<file path="src/rtl/bcd_serial_addsub.sv">
// Digit-serial BCD adder/subtractor: one decimal digit per clock, LSD first, valid/ready on both sides.
// Optional input digit check enabled by defining BCD_CHECK_EN.
module bcd_serial_addsub #(
    parameter int unsigned NDIGITS = 4
) (
    input  logic                 clk,
    input  logic                 rst_n,
    input  logic                 in_valid,
    output logic                 in_ready,
    input  logic [4*NDIGITS-1:0] in_a,
    input  logic [4*NDIGITS-1:0] in_b,
    input  logic                 in_cin,
    input  logic                 in_sub,
    output logic                 out_valid,
    input  logic                 out_ready,
    output logic [4*NDIGITS-1:0] out_sum,
    output logic                 out_cout,
    output logic                 out_err
);

    localparam int unsigned W  = 4 * NDIGITS;
    localparam int unsigned IW = (NDIGITS > 1) ? $clog2(NDIGITS) : 1;

    typedef enum logic [1:0] {IDLE, CALC, DONE} state_t;

    state_t         state_q, state_d;
    logic [W-1:0]   a_q, b_q, b_adj;
    logic           sub_q, carry_q;
    logic [IW-1:0]  idx_q;
    logic [4:0]     s5;
    logic           gt9;
    logic [3:0]     digit;
    logic           accept, last;

    assign in_ready = (state_q == IDLE);
    assign accept   = in_valid && in_ready;
    assign last     = (idx_q == IW'(NDIGITS - 1));

    // Subtraction runs as A + (nines' complement of B) + ~borrow_in
    always_comb begin
        b_adj = in_b;
        if (in_sub) begin
            for (int i = 0; i < int'(NDIGITS); i++) begin
                b_adj[4*i +: 4] = 4'd9 - in_b[4*i +: 4];
            end
        end
    end

    // Single-digit decimal adder for the current LSD
    always_comb begin
        s5    = 5'(a_q[3:0]) + 5'(b_q[3:0]) + 5'(carry_q);
        gt9   = (s5 > 5'd9);
        digit = gt9 ? 4'(s5 + 5'd6) : s5[3:0];
    end

    always_ff @(posedge clk or negedge rst_n) begin
        if (!rst_n) begin
            state_q <= IDLE;
        end else begin
            state_q <= state_d;
        end
    end

    always_comb begin
        state_d = state_q;
        case (state_q)
            IDLE:    if (accept)    state_d = CALC;
            CALC:    if (last)      state_d = DONE;
            DONE:    if (out_ready) state_d = IDLE;
            default:                state_d = IDLE;
        endcase
    end

    always_ff @(posedge clk or negedge rst_n) begin
        if (!rst_n) begin
            a_q       <= '0;
            b_q       <= '0;
            sub_q     <= 1'b0;
            carry_q   <= 1'b0;
            idx_q     <= '0;
            out_sum   <= '0;
            out_cout  <= 1'b0;
            out_valid <= 1'b0;
        end else begin
            out_valid <= (state_d == DONE);
            if (accept) begin
                a_q     <= in_a;
                b_q     <= b_adj;
                sub_q   <= in_sub;
                carry_q <= in_sub ? ~in_cin : in_cin;
                idx_q   <= '0;
            end else if (state_q == CALC) begin
                a_q     <= a_q >> 4;
                b_q     <= b_q >> 4;
                carry_q <= gt9;
                idx_q   <= idx_q + IW'(1);
                out_sum <= (out_sum >> 4) | (W'(digit) << (W - 4));
                if (last) begin
                    out_cout <= sub_q ? ~gt9 : gt9;
                end
            end
        end
    end

`ifdef BCD_CHECK_EN
    logic bad_digit;

    always_comb begin
        bad_digit = 1'b0;
        for (int i = 0; i < int'(NDIGITS); i++) begin
            if (in_a[4*i +: 4] > 4'd9 || in_b[4*i +: 4] > 4'd9) begin
                bad_digit = 1'b1;
            end
        end
    end

    // Flag is captured at accept and held until the next accept
    always_ff @(posedge clk or negedge rst_n) begin
        if (!rst_n) begin
            out_err <= 1'b0;
        end else if (accept) begin
            out_err <= bad_digit;
        end
    end
`else
    assign out_err = 1'b0;
`endif

endmodule

</file>
<file path="config.mk">
export PLATFORM = sky130hd
export DESIGN_NAME = bcd_serial_addsub
export DESIGN_NICKNAME = d
export VERILOG_FILES = /design/src/rtl/bcd_serial_addsub.sv
export SDC_FILE = /design/constraint.sdc
export NUM_CORES = 1
export LEC_CHECK = 0
export ABC_AREA = 1
export BUFFER_PORTS_ARGS = -buffer_cell sky130_fd_sc_hd__buf_4
export CAP_MARGIN = 20
export CORE_UTILIZATION = 40
export DETAILED_ROUTE_END_ITERATION = 8
export PLACE_DENSITY = 0.67
export SLEW_MARGIN = 20
export SYNTH_ARGS = -nofsm -noshare
export SYNTH_HDL_FRONTEND = slang
export SYNTH_SLANG_ARGS = --single-unit
</file>
<file path="constraint.sdc">
create_clock -name clk -period 2.1 [get_ports clk]
set_input_delay 0.21 -clock clk [delete_from_list [all_inputs] [get_ports clk]]
set_output_delay 0.21 -clock clk [all_outputs]
set_load 0.03 [all_outputs]
</file>
==> run_results.csv <==
group,metric,value,unit
outcome,status,"finished with violations",
outcome,violations,"negative setup slack",
yosys,syn_avg_cell_area,9.184,um2
yosys,synth.area.top_cells,"dfrtp_1, nand2_1, inv_1",
clocking,clk_pin_slew,0.10,ns
clocking,clk_path_buf_depth,2,
global_routing,grt.overflow.total,0,
worst_setup_path,slowest_delay,0.49,ns
sta,max_slew.worst_pin.slew,0.6920,ns
floorplanning,fp.coreArea,6459,um2
layout,antenna_cells,0,
detailed_routing,dr.first_iter.drc_count,136,
sta,finalWorstSetupSlack,-0.1476,ns
global_routing,grt.total_usage,0.1726,
floorplanning,dieArea,7153,um2
worst_setup_path,cp_num_buf_inv,1,
detailed_routing,drt-total-wl,5.838,mm
floorplanning,initial_utilization,0.4223,
yosys,synthCells,297,
worst_setup_path,path_common_cell,"nand2_2",
yosys,yosysSeqAreaShare,0.5138,
worst_setup_path,crit_chain,"fa_2 > fa_2 > nor2_1 > a21oi_4 > nand2_2 > nand2_2 > buf_4 > nand2_2 > nand2_1",
placement,gp_congestion,0.7816,
yosys,netlist_area,2728,um2
layout,final_nets,405,
layout,final_cell_count_no_fill,434,
placement,port_buffers,56,
worst_setup_path,crit_fanout,4,
yosys,yosysWarnings,0,
worst_setup_path,crit_required,2.30,ns
yosys,yosysTopAreaCell,"dfrtp_1",
sta,finalHoldWorstSlack,0.08898,ns
worst_setup_path,cp_top_family,"adder cells",
power,power_density,1780,nW/um2
yosys,yosysUniqueCellTypes,33,
global_routing,antenna_found_initial,0,
yosys,synth-edff-count,0,
floorplanning,die_h,84.58,um
layout,area_growth,23.62,%
placement,dp_cells,423,
detailed_routing,ant_nets,0,
worst_setup_path,critPathCaptureType,"flop",
yosys,ys_async_sr_fraction,1.000,
global_routing,grt_pass1_wl,9.880,mm
floorplanning,die_w,84.58,um
layout,final_area,3372,um2
clocking,cts_max_level,2,
placement,postPlaceCellArea,3238,um2
yosys,synth_nets,346,
placement,dp_hpwl,4.078,mm
detailed_routing,drtPass1Iterations,6,
detailed_routing,vias,2213,
min_path,hold_class,"primary input to flop",
clocking,clock-root-buffer,"clkbuf_8",
floorplanning,row_count,29,
layout,drive_gt1_frac,0.2521,
detailed_routing,wl_per_cell,13.45,um
clocking,clock_sink_count,56,
floorplanning,io_pins,58,
flow_run,drv_cap,0,
global_routing,grt_max_degree,57,
worst_setup_path,startpoint_type,"flop",
detailed_routing,vias_per_cell,5.099,
worst_setup_path,crit_type,"flop to flop",
clocking,cts_buffers,5,
worst_setup_path,crit_arrival,2.45,ns
yosys,synth_top_area_frac,0.5138,
sta,max_freq,444.9,MHz
yosys,netlist_top_cells_count,"nand2_1, dfrtp_1, inv_1, o21ai_0, nand3_1",
sta,setup_viol,5,
sta,fin_worst_skew,0.004233,ns
power,ir_drop,0.5545,mV
global_routing,grt_pass1_vias,2171,
yosys,synth.most_common_cell,"nand2_1",
power,p_leak,1.696,nW
sta,hold_viol,0,
yosys,synthFlopType,"dfrtp_1",
sta,fin_crit,2.248,ns
sta,maxSlewViolCount,0,
yosys,ys_seq_elements,56,
sta,rsz0062_at_grt,"true",
sta,relSlewSlack,0.5387,
sta,fin_crit_sh,1.070,
clocking,worstSkewPairLatency,0.31,ns
worst_setup_path,cp_slowest_cell,"fa_2",
layout,finish.utilization,0.5221,
detailed_routing,drc,0,
clocking,cts_tree,"done",
flip-flops by register name, indices dropped and copies added (netlist names):
signal     count
a_q           16
b_q           16
out_sum       16
idx_q          2
state_q        2
carry_q        1
out_cout       1
out_valid      1
sub_q          1
layer usage:
| layer | share of wire | up-vias | global-route usage |
|---|---|---|---|
| li1 | - | 1104 | - |
| met2 | 0.47 | 58 | 0.2897 |
| met5 | 0 | - | 0 |
| met3 | 0.039 | 7 | 0.02950 |
| met1 | 0.48 | 1044 | 0.2313 |
| met4 | 0.014 | 0 | 0.04777 |
worst reg2reg max path, cell delays in order (launching register included):
cell and delay [ns]:
dfrtp_1 0.42, fa_2 0.43, fa_2 0.49, nor2_1 0.29
a21oi_4 0.10, nand2_2 0.10, nand2_2 0.08, buf_4 0.15
nand2_2 0.05, nand2_1 0.05
worst paths after layout:
check | slack, ns | start | cells past startpoint | endpoint
hold reg to reg | 0.49 | idx_q[0]$_DFFE_PN0P_ | 1 | idx_q[0]$_DFFE_PN0P_
hold / removal | 0.09 | out_ready | 2 | state_q[1]$_DFF_PN0_
setup / recovery | -0.15 | a_q[0]$_DFFE_PN0P_ | 9 | carry_q$_DFFE_PN0P_
setup reg to reg | -0.15 | a_q[0]$_DFFE_PN0P_ | 9 | carry_q$_DFFE_PN0P_
min in group asynchronous | 0.48 | rst_n | 2 | b_q[13]$_DFFE_PN0P_
max in group asynchronous | 1.17 | rst_n | 2 | carry_q$_DFFE_PN0P_
cell type report:
| cell class | instances | area, um2 |
|---|---|---|
| Clock buffer | 7 | 86.33 |
| Inverter | 43 | 166.4 |
| Multi-Input combinational cell | 185 | 1124 |
| Sequential cell | 56 | 1401 |
| Fill cell | 617 | 3087 |
| Clock inverter | 1 | 7.507 |
| Tap cell | 77 | 96.34 |
| Timing Repair Buffer | 65 | 490.5 |
kinds of logic after synthesis:
kind of cell	share of synthesized area
AND/OR/NAND/NOR	0.1573
AO/OA/AOI/OAI	0.1693
flip-flops	0.5138
buffers and inverters	0.08944
adder cells (fa/ha/maj)	0.05596
XOR/XNOR	0.01285
other	0.001375
stage by stage:
| stage | power (mW) | setup slack, ns | TNS, ns |
|---|---|---|---|
| final | 6.003 | -0.1476 | -0.5450 |
| after global routing | 6.515 | -0.2308 | -0.9973 |
| after CTS | 5.882 | -0.1238 | -0.4161 |
| after detailed placement | 5.208 | -0.1197 | -0.4137 |
| after global placement | 5.039 | -0.03480 | -0.09077 |
| after floorplan | 4.260 | -0.003006 | -0.009014 |
cells in the final DEF, fill, tap and decap left out:
master / netlist / layout
conb_1: 1 / 1
clkbuf_8: 0 / 6
dfrtp_1: 56 / 56
nand2_4: 2 / 3
dlygate4sd3_1: 0 / 1
a22o_1: 2 / 2
a21oi_4: 0 / 1
nand2_1: 75 / 72
buf_4: 4 / 64
a22oi_1: 8 / 8
nand2_2: 1 / 3
xor2_1: 2 / 2
o21ai_0: 23 / 23
nor2_4: 1 / 1
clkinvlp_4: 0 / 1
a22oi_2: 1 / 1
o221ai_1: 12 / 12
clkbuf_1: 3 / 1
inv_4: 2 / 2
xnor2_1: 2 / 2
o31ai_1: 1 / 1
o22ai_1: 3 / 3
nor2_1: 5 / 5
inv_2: 1 / 3
o21bai_1: 1 / 1
fa_2: 0 / 2
inv_1: 40 / 38
a32o_1: 4 / 4
o211ai_1: 5 / 5
nor2_2: 1 / 1
or2_2: 1 / 1
ha_4: 0 / 1
and3_1: 1 / 1
ha_1: 9 / 8
nand3_1: 14 / 14
a21oi_1: 8 / 7
power by group:
part | total (mW) | switching (mW) | internal, mW
clock network | 0.606 | 0.338 | 0.269
logic | 3.51 | 2.12 | 1.39
registers | 1.89 | 0.297 | 1.59
timing repair:
item | 4_1_cts | 5_1_grt
pin swaps | 3 | 3
hold buffers | 1 | 0
setup buffers | 1 | 1
resized for setup | 1 | 3
endpoints found under the hold margin | 56 | 0
setup endpoints to repair | 5 | 5
No activity file was read; power rests on OpenSTA's default activity.
